`src/rtl/xcvr_pkg.sv`:
```
`default_nettype none
// ============================================================================
//  Module      : xcvr_pkg
//  Description : Shared types, default timing constants and constant helper
//                functions for the TX transceiver reset sequencer.
//  Revision    : 1.0 - initial release
// ============================================================================
package xcvr_pkg;

    // Sequencer states; explicit 3-bit encoding.
    typedef enum logic [2:0] {
        S_ANALOG_ASSERT   = 3'd0,
        S_WAIT_LOCK       = 3'd1,
        S_ANALOG_RELEASE  = 3'd2,
        S_DIGITAL_WAIT    = 3'd3,
        S_DIGITAL_RELEASE = 3'd4,
        S_READY           = 3'd5,
        S_RELOCK          = 3'd6
    } state_t;

    // Default timing (in clock cycles).
    localparam int c_DEF_LANES        = 4;
    localparam int c_DEF_T_ANALOG     = 70;
    localparam int c_DEF_T_DIGITAL    = 20;
    localparam int c_DEF_LOCK_FILTER  = 16;
    localparam int c_DEF_STAT_TIMEOUT = 1024;

    // Ceiling log2, never below 1 so that it can size a vector directly.
    function automatic int xcvr_clog2(input int value);
        int result;
        result = 1;
        for (int i = 1; i < 32; i++) begin
            if ((1 << i) < value) begin
                result = i + 1;
            end
        end
        return result;
    endfunction

    function automatic int xcvr_max(input int a, input int b);
        return (a > b) ? a : b;
    endfunction

endpackage : xcvr_pkg
`default_nettype wire

```
`src/rtl/xcvr_sync_filter.sv`:
```
`default_nettype none
// ============================================================================
//  Module      : xcvr_sync_filter
//  Description : WIDTH-bit 2-flop synchronizer with an optional saturating
//                debounce counter. With FILTER > 0, filt_ok asserts once all
//                synchronized bits have been high for FILTER consecutive
//                cycles; any low cycle restarts the count. With FILTER = 0,
//                filt_ok is simply the AND of the synchronized bits.
//  Ports       : clock, reset   - clock / synchronous active-high reset
//                din            - asynchronous input bus
//                dout           - synchronized bus (2 cycles latency)
//                filt_ok        - debounced "all high" indication
//  Revision    : 1.0 - initial release
// ============================================================================
module xcvr_sync_filter #(
    parameter int WIDTH  = 1,
    parameter int FILTER = 0,
    parameter int CNT_W  = 1
) (
    input  logic             clock,
    input  logic             reset,
    input  logic [WIDTH-1:0] din,
    output logic [WIDTH-1:0] dout,
    output logic             filt_ok
);

    logic [WIDTH-1:0] r_meta;
    logic [WIDTH-1:0] r_sync;

    always_ff @(posedge clock) begin
        if (reset) begin
            r_meta <= '0;
            r_sync <= '0;
        end else begin
            r_meta <= din;
            r_sync <= r_meta;
        end
    end

    assign dout = r_sync;

    generate
        if (FILTER > 0) begin : g_filter
            logic [CNT_W-1:0] r_cnt;

            // Saturating run-length counter of consecutive all-high cycles.
            always_ff @(posedge clock) begin
                if (reset || !(&r_sync)) begin
                    r_cnt <= '0;
                end else if (r_cnt != CNT_W'(FILTER)) begin
                    r_cnt <= r_cnt + 1'b1;
                end
            end

            assign filt_ok = (r_cnt == CNT_W'(FILTER));
        end else begin : g_no_filter
            assign filt_ok = &r_sync;
        end
    endgenerate

endmodule : xcvr_sync_filter
`default_nettype wire

```
`src/rtl/xcvr_tx_reset_sequencer.sv`:
```
`default_nettype none
// ============================================================================
//  Module      : xcvr_tx_reset_sequencer
//  Description : Soft reset sequencer for LANES bonded TX transceiver lanes
//                sharing one TX PLL. Orders analog/digital resets against PLL
//                lock, calibration busy and per-lane reset-status acks, with
//                lane masking, loss-of-lock recovery and ack timeout.
//  Ports       : clock, reset           - clock / sync active-high reset
//                pll_locked             - TX PLL lock (async)
//                tx_cal_busy[L]         - per-lane calibration busy (async)
//                lane_enable[L]         - lane participation mask
//                tx_analogreset[L]      - analog reset to transceiver
//                tx_digitalreset[L]     - digital reset to transceiver
//                tx_analogreset_stat[L] - analog reset ack (async)
//                tx_digitalreset_stat[L]- digital reset ack (async)
//                tx_ready[L]            - lane usable
//                tx_reset               - datapath reset, low when all
//                                         enabled lanes are ready
//                error                  - sticky ack timeout flag
//  Revision    : 1.0 - initial release
// ============================================================================
module xcvr_tx_reset_sequencer
    import xcvr_pkg::*;
#(
    parameter int LANES        = c_DEF_LANES,
    parameter int T_ANALOG     = c_DEF_T_ANALOG,
    parameter int T_DIGITAL    = c_DEF_T_DIGITAL,
    parameter int LOCK_FILTER  = c_DEF_LOCK_FILTER,
    parameter int STAT_TIMEOUT = c_DEF_STAT_TIMEOUT
) (
    input  logic             clock,
    input  logic             reset,
    input  logic             pll_locked,
    input  logic [LANES-1:0] tx_cal_busy,
    input  logic [LANES-1:0] lane_enable,
    output logic [LANES-1:0] tx_analogreset,
    output logic [LANES-1:0] tx_digitalreset,
    input  logic [LANES-1:0] tx_analogreset_stat,
    input  logic [LANES-1:0] tx_digitalreset_stat,
    output logic [LANES-1:0] tx_ready,
    output logic             tx_reset,
    output logic             error
);

    localparam int c_CNT_MAX_I = xcvr_max(xcvr_max(T_ANALOG, T_DIGITAL),
                                          xcvr_max(LOCK_FILTER, STAT_TIMEOUT));
    localparam int c_CNT_W     = xcvr_clog2(c_CNT_MAX_I + 1);

    localparam logic [c_CNT_W-1:0] c_CNT_MAX    = c_CNT_W'(c_CNT_MAX_I);
    localparam logic [c_CNT_W-1:0] c_T_ANALOG   = c_CNT_W'(T_ANALOG);
    // Last count value of a phase: the phase lasts (value + 1) cycles.
    localparam logic [c_CNT_W-1:0] c_T_DIG_LAST = c_CNT_W'((T_DIGITAL > 0) ? T_DIGITAL - 1 : 0);
    localparam logic [c_CNT_W-1:0] c_TMO_LAST   = c_CNT_W'((STAT_TIMEOUT > 0) ? STAT_TIMEOUT - 1 : 0);

    // ------------------------------------------------------------------
    // Input synchronization
    // ------------------------------------------------------------------
    logic             w_lock_s;
    logic             w_lock_ok;
    logic [LANES-1:0] w_cal_s;
    logic [LANES-1:0] w_astat_s;
    logic [LANES-1:0] w_dstat_s;
    logic             w_cal_ok_unused;
    logic             w_astat_ok_unused;
    logic             w_dstat_ok_unused;

    xcvr_sync_filter #(.WIDTH(1), .FILTER(LOCK_FILTER), .CNT_W(c_CNT_W)) u_sync_lock (
        .clock   (clock),
        .reset   (reset),
        .din     (pll_locked),
        .dout    (w_lock_s),
        .filt_ok (w_lock_ok)
    );

    xcvr_sync_filter #(.WIDTH(LANES), .FILTER(0), .CNT_W(c_CNT_W)) u_sync_cal (
        .clock   (clock),
        .reset   (reset),
        .din     (tx_cal_busy),
        .dout    (w_cal_s),
        .filt_ok (w_cal_ok_unused)
    );

    xcvr_sync_filter #(.WIDTH(LANES), .FILTER(0), .CNT_W(c_CNT_W)) u_sync_astat (
        .clock   (clock),
        .reset   (reset),
        .din     (tx_analogreset_stat),
        .dout    (w_astat_s),
        .filt_ok (w_astat_ok_unused)
    );

    xcvr_sync_filter #(.WIDTH(LANES), .FILTER(0), .CNT_W(c_CNT_W)) u_sync_dstat (
        .clock   (clock),
        .reset   (reset),
        .din     (tx_digitalreset_stat),
        .dout    (w_dstat_s),
        .filt_ok (w_dstat_ok_unused)
    );

    logic w_unused;
    assign w_unused = w_cal_ok_unused & w_astat_ok_unused & w_dstat_ok_unused;

    // ------------------------------------------------------------------
    // Lane-masked conditions: disabled lanes never block or trigger.
    // ------------------------------------------------------------------
    logic [LANES-1:0] r_en_prev;
    logic             r_cal_any;
    logic             w_en_any;
    logic             w_en_change;
    logic             w_cal_any;
    logic             w_cal_rise;
    logic             w_astat_hi;
    logic             w_astat_lo;
    logic             w_dstat_lo;

    assign w_en_any    = |lane_enable;
    assign w_en_change = (lane_enable != r_en_prev);
    assign w_cal_any   = |(w_cal_s & lane_enable);
    assign w_cal_rise  = w_cal_any & ~r_cal_any;
    assign w_astat_hi  = &(w_astat_s | ~lane_enable);
    assign w_astat_lo  = ~|(w_astat_s & lane_enable);
    assign w_dstat_lo  = ~|(w_dstat_s & lane_enable);

    // ------------------------------------------------------------------
    // FSM
    // ------------------------------------------------------------------
    state_t               r_state;
    state_t               w_state_next;
    logic [c_CNT_W-1:0]   r_cnt;      // phase timer, cleared on every state change
    logic [c_CNT_W-1:0]   r_tmo;      // ack-wait timer, runs only while an ack is awaited
    logic [c_CNT_W-1:0]   w_cnt_next;
    logic [c_CNT_W-1:0]   w_tmo_next;
    logic                 w_tmo_run;
    logic                 w_timeout;
    logic                 w_relock;
    logic                 w_err_set;
    logic [LANES-1:0]     w_ana_next;
    logic [LANES-1:0]     w_dig_next;
    logic [LANES-1:0]     w_rdy_next;
    logic                 w_txrst_next;

    logic                 r_error;
    logic [LANES-1:0]     r_ana;
    logic [LANES-1:0]     r_dig;
    logic [LANES-1:0]     r_rdy;
    logic                 r_txrst;

    always_comb begin
        w_state_next = r_state;
        w_tmo_run    = 1'b0;
        w_timeout    = 1'b0;
        w_relock     = 1'b0;

        case (r_state)
            S_ANALOG_ASSERT: begin
                // The ack wait only starts once the minimum hold has elapsed.
                w_tmo_run = (r_cnt >= c_T_ANALOG);
                if (w_en_any && w_tmo_run && w_astat_hi) begin
                    w_state_next = S_WAIT_LOCK;
                end else if (w_tmo_run && !w_astat_hi && (r_tmo >= c_TMO_LAST)) begin
                    w_timeout = 1'b1;
                end
            end
            S_WAIT_LOCK: begin
                if (!w_cal_any && w_lock_ok) begin
                    w_state_next = S_ANALOG_RELEASE;
                end
            end
            S_ANALOG_RELEASE: begin
                w_tmo_run = 1'b1;
                if (w_astat_lo) begin
                    w_state_next = S_DIGITAL_WAIT;
                end else if (r_tmo >= c_TMO_LAST) begin
                    w_timeout = 1'b1;
                end
            end
            S_DIGITAL_WAIT: begin
                if (r_cnt >= c_T_DIG_LAST) begin
                    w_state_next = S_DIGITAL_RELEASE;
                end
            end
            S_DIGITAL_RELEASE: begin
                w_tmo_run = 1'b1;
                if (w_dstat_lo) begin
                    w_state_next = S_READY;
                end else if (r_tmo >= c_TMO_LAST) begin
                    w_timeout = 1'b1;
                end
            end
            S_READY: begin
                if (w_cal_rise) begin
                    w_state_next = S_ANALOG_ASSERT;
                end
            end
            S_RELOCK: begin
                if (!w_cal_any && w_lock_ok) begin
                    w_state_next = S_DIGITAL_WAIT;
                end
            end
            default: begin
                w_state_next = S_ANALOG_ASSERT;
            end
        endcase

        // Overrides applied lowest priority first so later ones win.
        if (w_timeout) begin
            w_state_next = S_ANALOG_ASSERT;
        end
        if (!w_lock_s && ((r_state == S_READY) || (r_state == S_DIGITAL_WAIT) ||
                          (r_state == S_DIGITAL_RELEASE))) begin
            w_relock     = 1'b1;
            w_state_next = S_RELOCK;
        end
        if (w_en_change) begin
            w_state_next = S_ANALOG_ASSERT;
        end
        w_err_set = w_timeout && !w_relock && !w_en_change;

        // Counters: cleared on any state change or mask change, saturating otherwise.
        if ((w_state_next != r_state) || w_en_change) begin
            w_cnt_next = '0;
            w_tmo_next = '0;
        end else begin
            w_cnt_next = (r_cnt != c_CNT_MAX) ? r_cnt + 1'b1 : r_cnt;
            w_tmo_next = (w_tmo_run && (r_tmo != c_CNT_MAX)) ? r_tmo + 1'b1 : r_tmo;
        end

        // Outputs are registered from the next state so they change with it.
        w_ana_next = '1;
        w_dig_next = '1;
        w_rdy_next = '0;
        case (w_state_next)
            S_ANALOG_RELEASE, S_DIGITAL_WAIT, S_RELOCK: begin
                w_ana_next = ~lane_enable;
            end
            S_DIGITAL_RELEASE: begin
                w_ana_next = ~lane_enable;
                w_dig_next = ~lane_enable;
            end
            S_READY: begin
                w_ana_next = ~lane_enable;
                w_dig_next = ~lane_enable;
                w_rdy_next = lane_enable;
            end
            default: begin
                w_ana_next = '1;
            end
        endcase
        // Datapath reset drops one cycle after READY is entered.
        w_txrst_next = !((r_state == S_READY) && (w_state_next == S_READY));
    end

    always_ff @(posedge clock) begin
        if (reset) begin
            r_state   <= S_ANALOG_ASSERT;
            r_cnt     <= '0;
            r_tmo     <= '0;
            r_en_prev <= lane_enable;
            r_cal_any <= 1'b0;
            r_error   <= 1'b0;
            r_ana     <= '1;
            r_dig     <= '1;
            r_rdy     <= '0;
            r_txrst   <= 1'b1;
        end else begin
            r_state   <= w_state_next;
            r_cnt     <= w_cnt_next;
            r_tmo     <= w_tmo_next;
            r_en_prev <= lane_enable;
            r_cal_any <= w_cal_any;
            r_error   <= r_error | w_err_set;
            r_ana     <= w_ana_next;
            r_dig     <= w_dig_next;
            r_rdy     <= w_rdy_next;
            r_txrst   <= w_txrst_next;
        end
    end

    assign tx_analogreset  = r_ana;
    assign tx_digitalreset = r_dig;
    assign tx_ready        = r_rdy;
    assign tx_reset        = r_txrst;
    assign error           = r_error;

endmodule : xcvr_tx_reset_sequencer
`default_nettype wire

```
`config.mk`:
```
export PLATFORM = sky130hd
export DESIGN_NAME = xcvr_tx_reset_sequencer
export DESIGN_NICKNAME = d
export VERILOG_FILES = /design/src/rtl/xcvr_pkg.sv /design/src/rtl/xcvr_sync_filter.sv /design/src/rtl/xcvr_tx_reset_sequencer.sv
export SDC_FILE = /design/constraint.sdc
export NUM_CORES = 1
export LEC_CHECK = 0
export CAP_MARGIN = 20
export CELL_PAD_IN_SITES_DETAIL_PLACEMENT = 1
export CELL_PAD_IN_SITES_GLOBAL_PLACEMENT = 1
export CORE_MARGIN = 2
export CORE_UTILIZATION = 47
export CTS_CLUSTER_DIAMETER = 60
export DETAILED_ROUTE_END_ITERATION = 16
export PLACE_DENSITY_LB_ADDON = 0.1
export SKIP_CTS_REPAIR_TIMING = 1
export SLEW_MARGIN = 20
export SYNTH_ARGS = -nofsm -noshare
export SYNTH_HDL_FRONTEND = slang
export SYNTH_SLANG_ARGS = --single-unit
```
`constraint.sdc`:
```
create_clock -name clock -period 3.49 [get_ports clock]
set_input_delay 0.5235 -clock clock [delete_from_list [all_inputs] [get_ports clock]]
set_output_delay 0.5235 -clock clock [all_outputs]
set_load 0.01 [all_outputs]
```
[After elaboration in Yosys (flattened, before gate mapping)]
Cells that the tools add are included.
Word-level totals
  logic and storage cells: 105
  flip-flop bits (word level): 144
  output and inout port bits: 14
  bits of input ports: 19
Cells by class
  reduce and logical (&&, ||, !) cells: 33
  $lt $le $gt $ge: 3
  equal/unequal tests: 17
  add/sub/neg operators: 3
  multiplexer cells: 19
  bitwise gates (word level): 11
Operators with widths (count)
  adder 32 x 1 -> 32 bit, second input constant: 3
  inequality test 32 x 11 -> 1 bit, second input constant: 2
  equality test 32 x 5 -> 1 bit, second input constant: 1
  greater-or-equal comparator 32 x 10 -> 1 bit, second input constant: 1
  greater-or-equal comparator 32 x 5 -> 1 bit, second input constant: 1
  greater-or-equal comparator 32 x 7 -> 1 bit, second input constant: 1
  inequality test 32 x 5 -> 1 bit, second input constant: 1
  2-to-1 mux 3 bit: 10
  one-hot mux 3 bit (7 select lines): 1
  equality test 3 bit, second input constant: 6
  OR reduction 4 bit: 4
  bitwise AND 4 bit: 3
  equality test 3 x 2 -> 1 bit, second input constant: 4
  OR reduction 2 bit: 6
  logical AND 1 bit: 10
  logical NOT 1 bit: 6
  2-to-1 mux 1 bit: 6
  OR reduction 5 bit: 1
  logical OR 1 bit: 4
  inequality test 4 bit: 1
  inverter 1 bit: 4
  inverter 4 bit: 1
  OR 4 bit: 1
  AND reduction 4 bit: 1
  other kinds (7): 7

[Longest topological paths before layout]
  depth after elaboration: 16
  depth in mapped cells: 11
  gate-level depth less buffers: 9

[Modules after synthesis]
Synthesis repeated with hierarchy kept, for this count alone.
Second synthesis, totals
  cell total of the unflattened synthesis: 735
  area, all modules: 6627.6 um^2
By module, submodules not included
  xcvr_tx_reset_sequencer: area each 4419.2 um^2, cells an instance 506, instances 1, sequential area each 1721.7 um^2
  xcvr_sync_filter (u_sync_lock): area each 1551.5 um^2, cells an instance 178, instances 1, sequential area each 680.7 um^2
  xcvr_sync_filter (u_sync_astat ...): area each 219.0 um^2, cells an instance 17, instances 3, sequential area each 160.2 um^2

[Worst setup path after synthesis]
OpenSTA, ideal clock, no wires.
  kind: input-to-reg
  start: input port lane_enable[2]
  end: register r_cnt[0]
  library setup time: 0.088 ns
  data required time: 3.402 ns
  stages on the path: 10
  slack: 0.556 ns
  path buffers: 3
  arrival time: 2.846 ns
  path through: clkbuf_1 -> a22oi_1 -> nand2_1 -> or4_2 -> o211ai_2 -> o21ai_2 -> mux2_4 -> buf_6 -> buf_8 -> nor4_2
Between the ends
  word-level cells in the longest chain between the ends: 15
  elaborated cells between the ends (all ways): 37
  classes of those cells: eq/ne: 2; mux: 15; bitwise: 6; reduce/logical: 14
RTL lines
  start, declared: RTL line xcvr_tx_reset_sequencer.sv:35  | input logic [LANES-1:0] lane_enable,
  inverter 4 bit: RTL line xcvr_tx_reset_sequencer.sv:119  | assign w_astat_hi = &(w_astat_s | ~lane_enable);
  OR 4 bit: RTL line xcvr_tx_reset_sequencer.sv:119
  AND reduction 4 bit: RTL line xcvr_tx_reset_sequencer.sv:119
  logical NOT 1 bit: RTL line xcvr_tx_reset_sequencer.sv:159  | end else if (w_tmo_run && !w_astat_hi && (r_tmo >= c_TMO_LAST)) begin
  logical AND 1 bit (2 in a row): RTL line xcvr_tx_reset_sequencer.sv:159
  2-to-1 mux 1 bit: RTL line xcvr_tx_reset_sequencer.sv:159
  2-to-1 mux 1 bit: RTL line xcvr_tx_reset_sequencer.sv:157  | if (w_en_any && w_tmo_run && w_astat_hi) begin
  one-hot mux 1 bit (3 select lines): RTL line xcvr_tx_reset_sequencer.sv:153  | case (r_state)
  2-to-1 mux 3 bit: RTL line xcvr_tx_reset_sequencer.sv:205  | if (w_timeout) begin
  2-to-1 mux 3 bit: RTL line xcvr_tx_reset_sequencer.sv:208  | if (!w_lock_s && ((r_state == S_READY) || (r_state == S_DIGITAL_WAIT) ||
  2-to-1 mux 3 bit: RTL line xcvr_tx_reset_sequencer.sv:213  | if (w_en_change) begin
  inequality test 3 bit: RTL line xcvr_tx_reset_sequencer.sv:219  | if ((w_state_next != r_state) || w_en_change) begin
  logical OR 1 bit *: RTL line xcvr_tx_reset_sequencer.sv:219
  OR reduction 2 bit (no line) *
  end signal, assigned: RTL line xcvr_tx_reset_sequencer.sv:266  | r_cnt <= w_cnt_next;
  end, declared: RTL line xcvr_tx_reset_sequencer.sv:128  | logic [c_CNT_W-1:0] r_cnt;
Every way passes the cells marked *; elsewhere a longest branch is shown, timed or not.
A chain may end at the register's enable or synchronous reset.

[Worst setup path after layout]
  start: register r_cnt[14]
  end: register r_cnt[3]
Between the ends
  word-level cells in the longest chain between the ends: 12
  elaborated cells between the ends (all ways): 19
  classes of those cells: order compare: 2; eq/ne: 2; mux: 9; reduce/logical: 6
RTL lines
  greater-or-equal comparator 32 x 7 -> 1 bit: RTL line xcvr_tx_reset_sequencer.sv:156  | w_tmo_run = (r_cnt >= c_T_ANALOG);
  logical AND 1 bit (2 in a row): RTL line xcvr_tx_reset_sequencer.sv:159
  2-to-1 mux 1 bit: RTL line xcvr_tx_reset_sequencer.sv:159
  2-to-1 mux 1 bit: RTL line xcvr_tx_reset_sequencer.sv:157
  one-hot mux 1 bit (3 select lines): RTL line xcvr_tx_reset_sequencer.sv:153
  2-to-1 mux 3 bit: RTL line xcvr_tx_reset_sequencer.sv:205
  2-to-1 mux 3 bit: RTL line xcvr_tx_reset_sequencer.sv:208
  2-to-1 mux 3 bit: RTL line xcvr_tx_reset_sequencer.sv:213
  inequality test 3 bit: RTL line xcvr_tx_reset_sequencer.sv:219
  logical OR 1 bit: RTL line xcvr_tx_reset_sequencer.sv:219
  OR reduction 2 bit (no line)
Parallel ways exist; a longest one is shown, timed or not.

==> flow_summary.json <==
{
  "final_common_cell": "dfxtp_1",
  "wl_per_cell_um": 17.5,
  "min_period_ns": 3.04,
  "layout.nets": 802,
  "synth_edf_count": 0,
  "startpoint": "r_cnt[14]$_SDFFE_PP0P_",
  "numCtsBuffers": 17,
  "drt_iter0_markers": 271,
  "dieArea_um2": 16000,
  "path_clk_slew_ns": 0.06,
  "worstSetupStartpointType": "flop",
  "vias": 5587,
  "synth-seq-cells": 144,
  "setup_violations": 0,
  "drv_slew": 0,
  "timing.final.crit_share": 0.871,
  "synth_area_per_cell_um2": 9.53,
  "rr_worst_depth": 8,
  "yosys.cell_types.count": 61,
  "cts.htree.levels": 4,
  "grt_pass1_vias": 5872,
  "dp_hpwl_um": 11600,
  "p_leak_nw": 2.57,
  "die_h_um": 127,
  "end_kind": "flop",
  "grt_max_degree": 44,
  "timing.rr.start": "r_cnt[14]$_SDFFE_PP0P_",
  "overflow": 0,
  "coreArea_um2": 14600,
  "cts_sinks": 144,
  "start_util": 0.483,
  "cp_max_fo": 32,
  "slew_headroom": 0.530,
  "synth-seq-area-share": 0.408,
  "num_io_pins": 33,
  "worst_clock_skew_ns": 0.00849,
  "worst_pin_slew_ns": 0.698,
  "cts-root-buf": "clkbuf_16",
  "instances_no_fill": 973,
  "layout-drive-gt1-share": 0.169,
  "grt_first_pass_wirelength_um": 28700,
  "ys_warn_count": 0,
  "r2r-end": "r_cnt[3]$_SDFFE_PP0P_",
  "hold_class": "flop to flop",
  "crit_type": "flop to flop",
  "routed_via_density": 5.74,
  "drv_cap": 0,
  "antenna_found_initial": 0,
  "crit_required_ns": 3.82,
  "synth_flop_cell": "dfxtp_1",
  "cts_tree": "done",
  "synthesis.nets": 768,
  "rsz0062_at_grt": "no",
  "outcome": "finished clean",
  "antenna_cells": 0,
  "rows": 44,
  "nFillCells": 1642,
  "drcViolationCount": 0,
  "synth_area_um2": 7070,
  "multiInputGateArea_um2": 3880,
  "first_pass_iters": 6,
  "cellPowerDensity_nw_per_um2": 441,
  "max_freq_mhz": 329,
  "gp_congestion": 0.822,
  "clk_latency_ns": 0.43,
  "finalHoldViolCount": 0,
  "die_w_um": 127,
  "syn_inst": 742,
  "antenna_left": 0,
  "worstPathArrival_ns": 3.37,
  "wirelength_um": 17000,
  "clock_path_buffers": 2,
  "most-common-layout-cells": "dfxtp_1, nor4_2, nor2_1",
  "endpoint": "r_cnt[3]$_SDFFE_PP0P_",
  "ir_worst_vdd_mv": 0.339,
  "grt_usage": 0.221,
  "seqCellArea_um2": 2880,
  "io_buffers": 32,
  "place_inst": 941,
  "setup_tns_ns": 0,
  "area_delta_synth_final_pct": 16.0,
  "async_reset_ff_frac": 0,
  "rrSetupSlack_ns": 0.45
}
worst max-delay path, cell delays in order, from the launching register on:
cell and delay (ns):
dfxtp_1 0.35, or4_1 0.61, or3_1 0.39, or4_4 0.55
o211ai_2 0.11, o21ai_2 0.11, mux2_4 0.37, buf_12 0.20
nor4_2 0.25
layer usage:
metal	global-route usage	wire length, um	up-vias
met3	0.0498	355	24
li1	-	-	2756
met4	0.0769	248	0
met5	0	0	-
met1	0.268	7760	2756
met2	0.389	8650	51
cells in the mapped netlist (23+ instances only):
cell | number | area share
nor3_1 | 23 | 0.016
nor2b_1 | 36 | 0.032
nor4_1 | 32 | 0.028
clkbuf_1 | 26 | 0.014
dfxtp_1 | 144 | 0.41
xnor2_1 | 42 | 0.052
nor4_2 | 57 | 0.10
nand4_1 | 35 | 0.031
xor2_1 | 49 | 0.061
nor2_1 | 55 | 0.029
nand2_1 | 50 | 0.027
nand3_1 | 35 | 0.025
final cells by class:
type                       instances  area share
sequential                       144       0.351
timing repair buffer              56      0.0671
inverter                          13     0.00595
tap                              184      0.0281
multi-input combinational        544       0.473
clock inverter                    14      0.0206
clock buffer                      18      0.0535
through the flow:
step | hold slack [ns] | util | setup slack (ns) | total power, mW | instance area, um^2
5_1_grt | 0.462 | 0.560 | 0.297 | 3.75 | 8200
6_report | 0.438 | 0.560 | 0.449 | 3.62 | 8200
3_5_place_dp | 0.427 | 0.519 | 0.205 | 1.79 | 7590
4_1_cts | 0.443 | 0.560 | 0.456 | 3.67 | 8200
2_1_floorplan | 0.414 | - | 0.556 | 1.75 | 7070
3_3_place_gp | 0.419 | 0.519 | 0.296 | 1.79 | 7590
sequential cells by signal, indices dropped and copies added (netlist names), 3 cells and up:
register,cells
r_cnt,32
r_en_prev,4
r_state,3
r_tmo,32
tx_analogreset,4
tx_digitalreset,4
tx_ready,4
u_sync_astat.dout,4
u_sync_astat.r_meta,4
u_sync_cal.dout,4
u_sync_cal.r_meta,4
u_sync_dstat.dout,4
u_sync_dstat.r_meta,4
u_sync_lock.g_filter.r_cnt,32
how the worst min path moves through the flow:
stage	start	end	slack, ns	cells past startpoint
3_5_place_dp	u_sync_lock.r_meta$_SDFF_PP0_	u_sync_lock.dout$_SDFF_PP0_	0.43	1
3_3_place_gp	u_sync_cal.r_meta[1]$_SDFF_PP0_	u_sync_cal.dout[1]$_SDFF_PP0_	0.42	1
4_1_cts	u_sync_cal.r_meta[1]$_SDFF_PP0_	u_sync_cal.dout[1]$_SDFF_PP0_	0.44	1
5_1_grt	u_sync_dstat.r_meta[3]$_SDFF_PP0_	u_sync_dstat.dout[3]$_SDFF_PP0_	0.46	1
2_1_floorplan	u_sync_astat.r_meta[0]$_SDFF_PP0_	u_sync_astat.dout[0]$_SDFF_PP0_	0.41	1
6_report	u_sync_cal.r_meta[1]$_SDFF_PP0_	u_sync_cal.dout[1]$_SDFF_PP0_	0.44	1
kinds of logic after synthesis:
kind of cell | count (synthesis) | share of synthesized area
XOR/XNOR | 92 | 0.115
flip-flops | 144 | 0.408
AND/OR/NAND/NOR | 394 | 0.367
buffers and inverters | 54 | 0.0460
AO/OA/AOI/OAI | 48 | 0.0467
adder cells (fa/ha/maj) | 7 | 0.0124
multiplexers | 3 | 0.00495
report_power, final:
part	leakage [nW]	switching, mW	total, mW	internal [mW]
clock network	0.290	0.767	1.86	1.10
registers	1.17	0.00608	1.67	1.66
logic	1.11	0.0469	0.0906	0.0437
(Power assumes the default switching activity.)
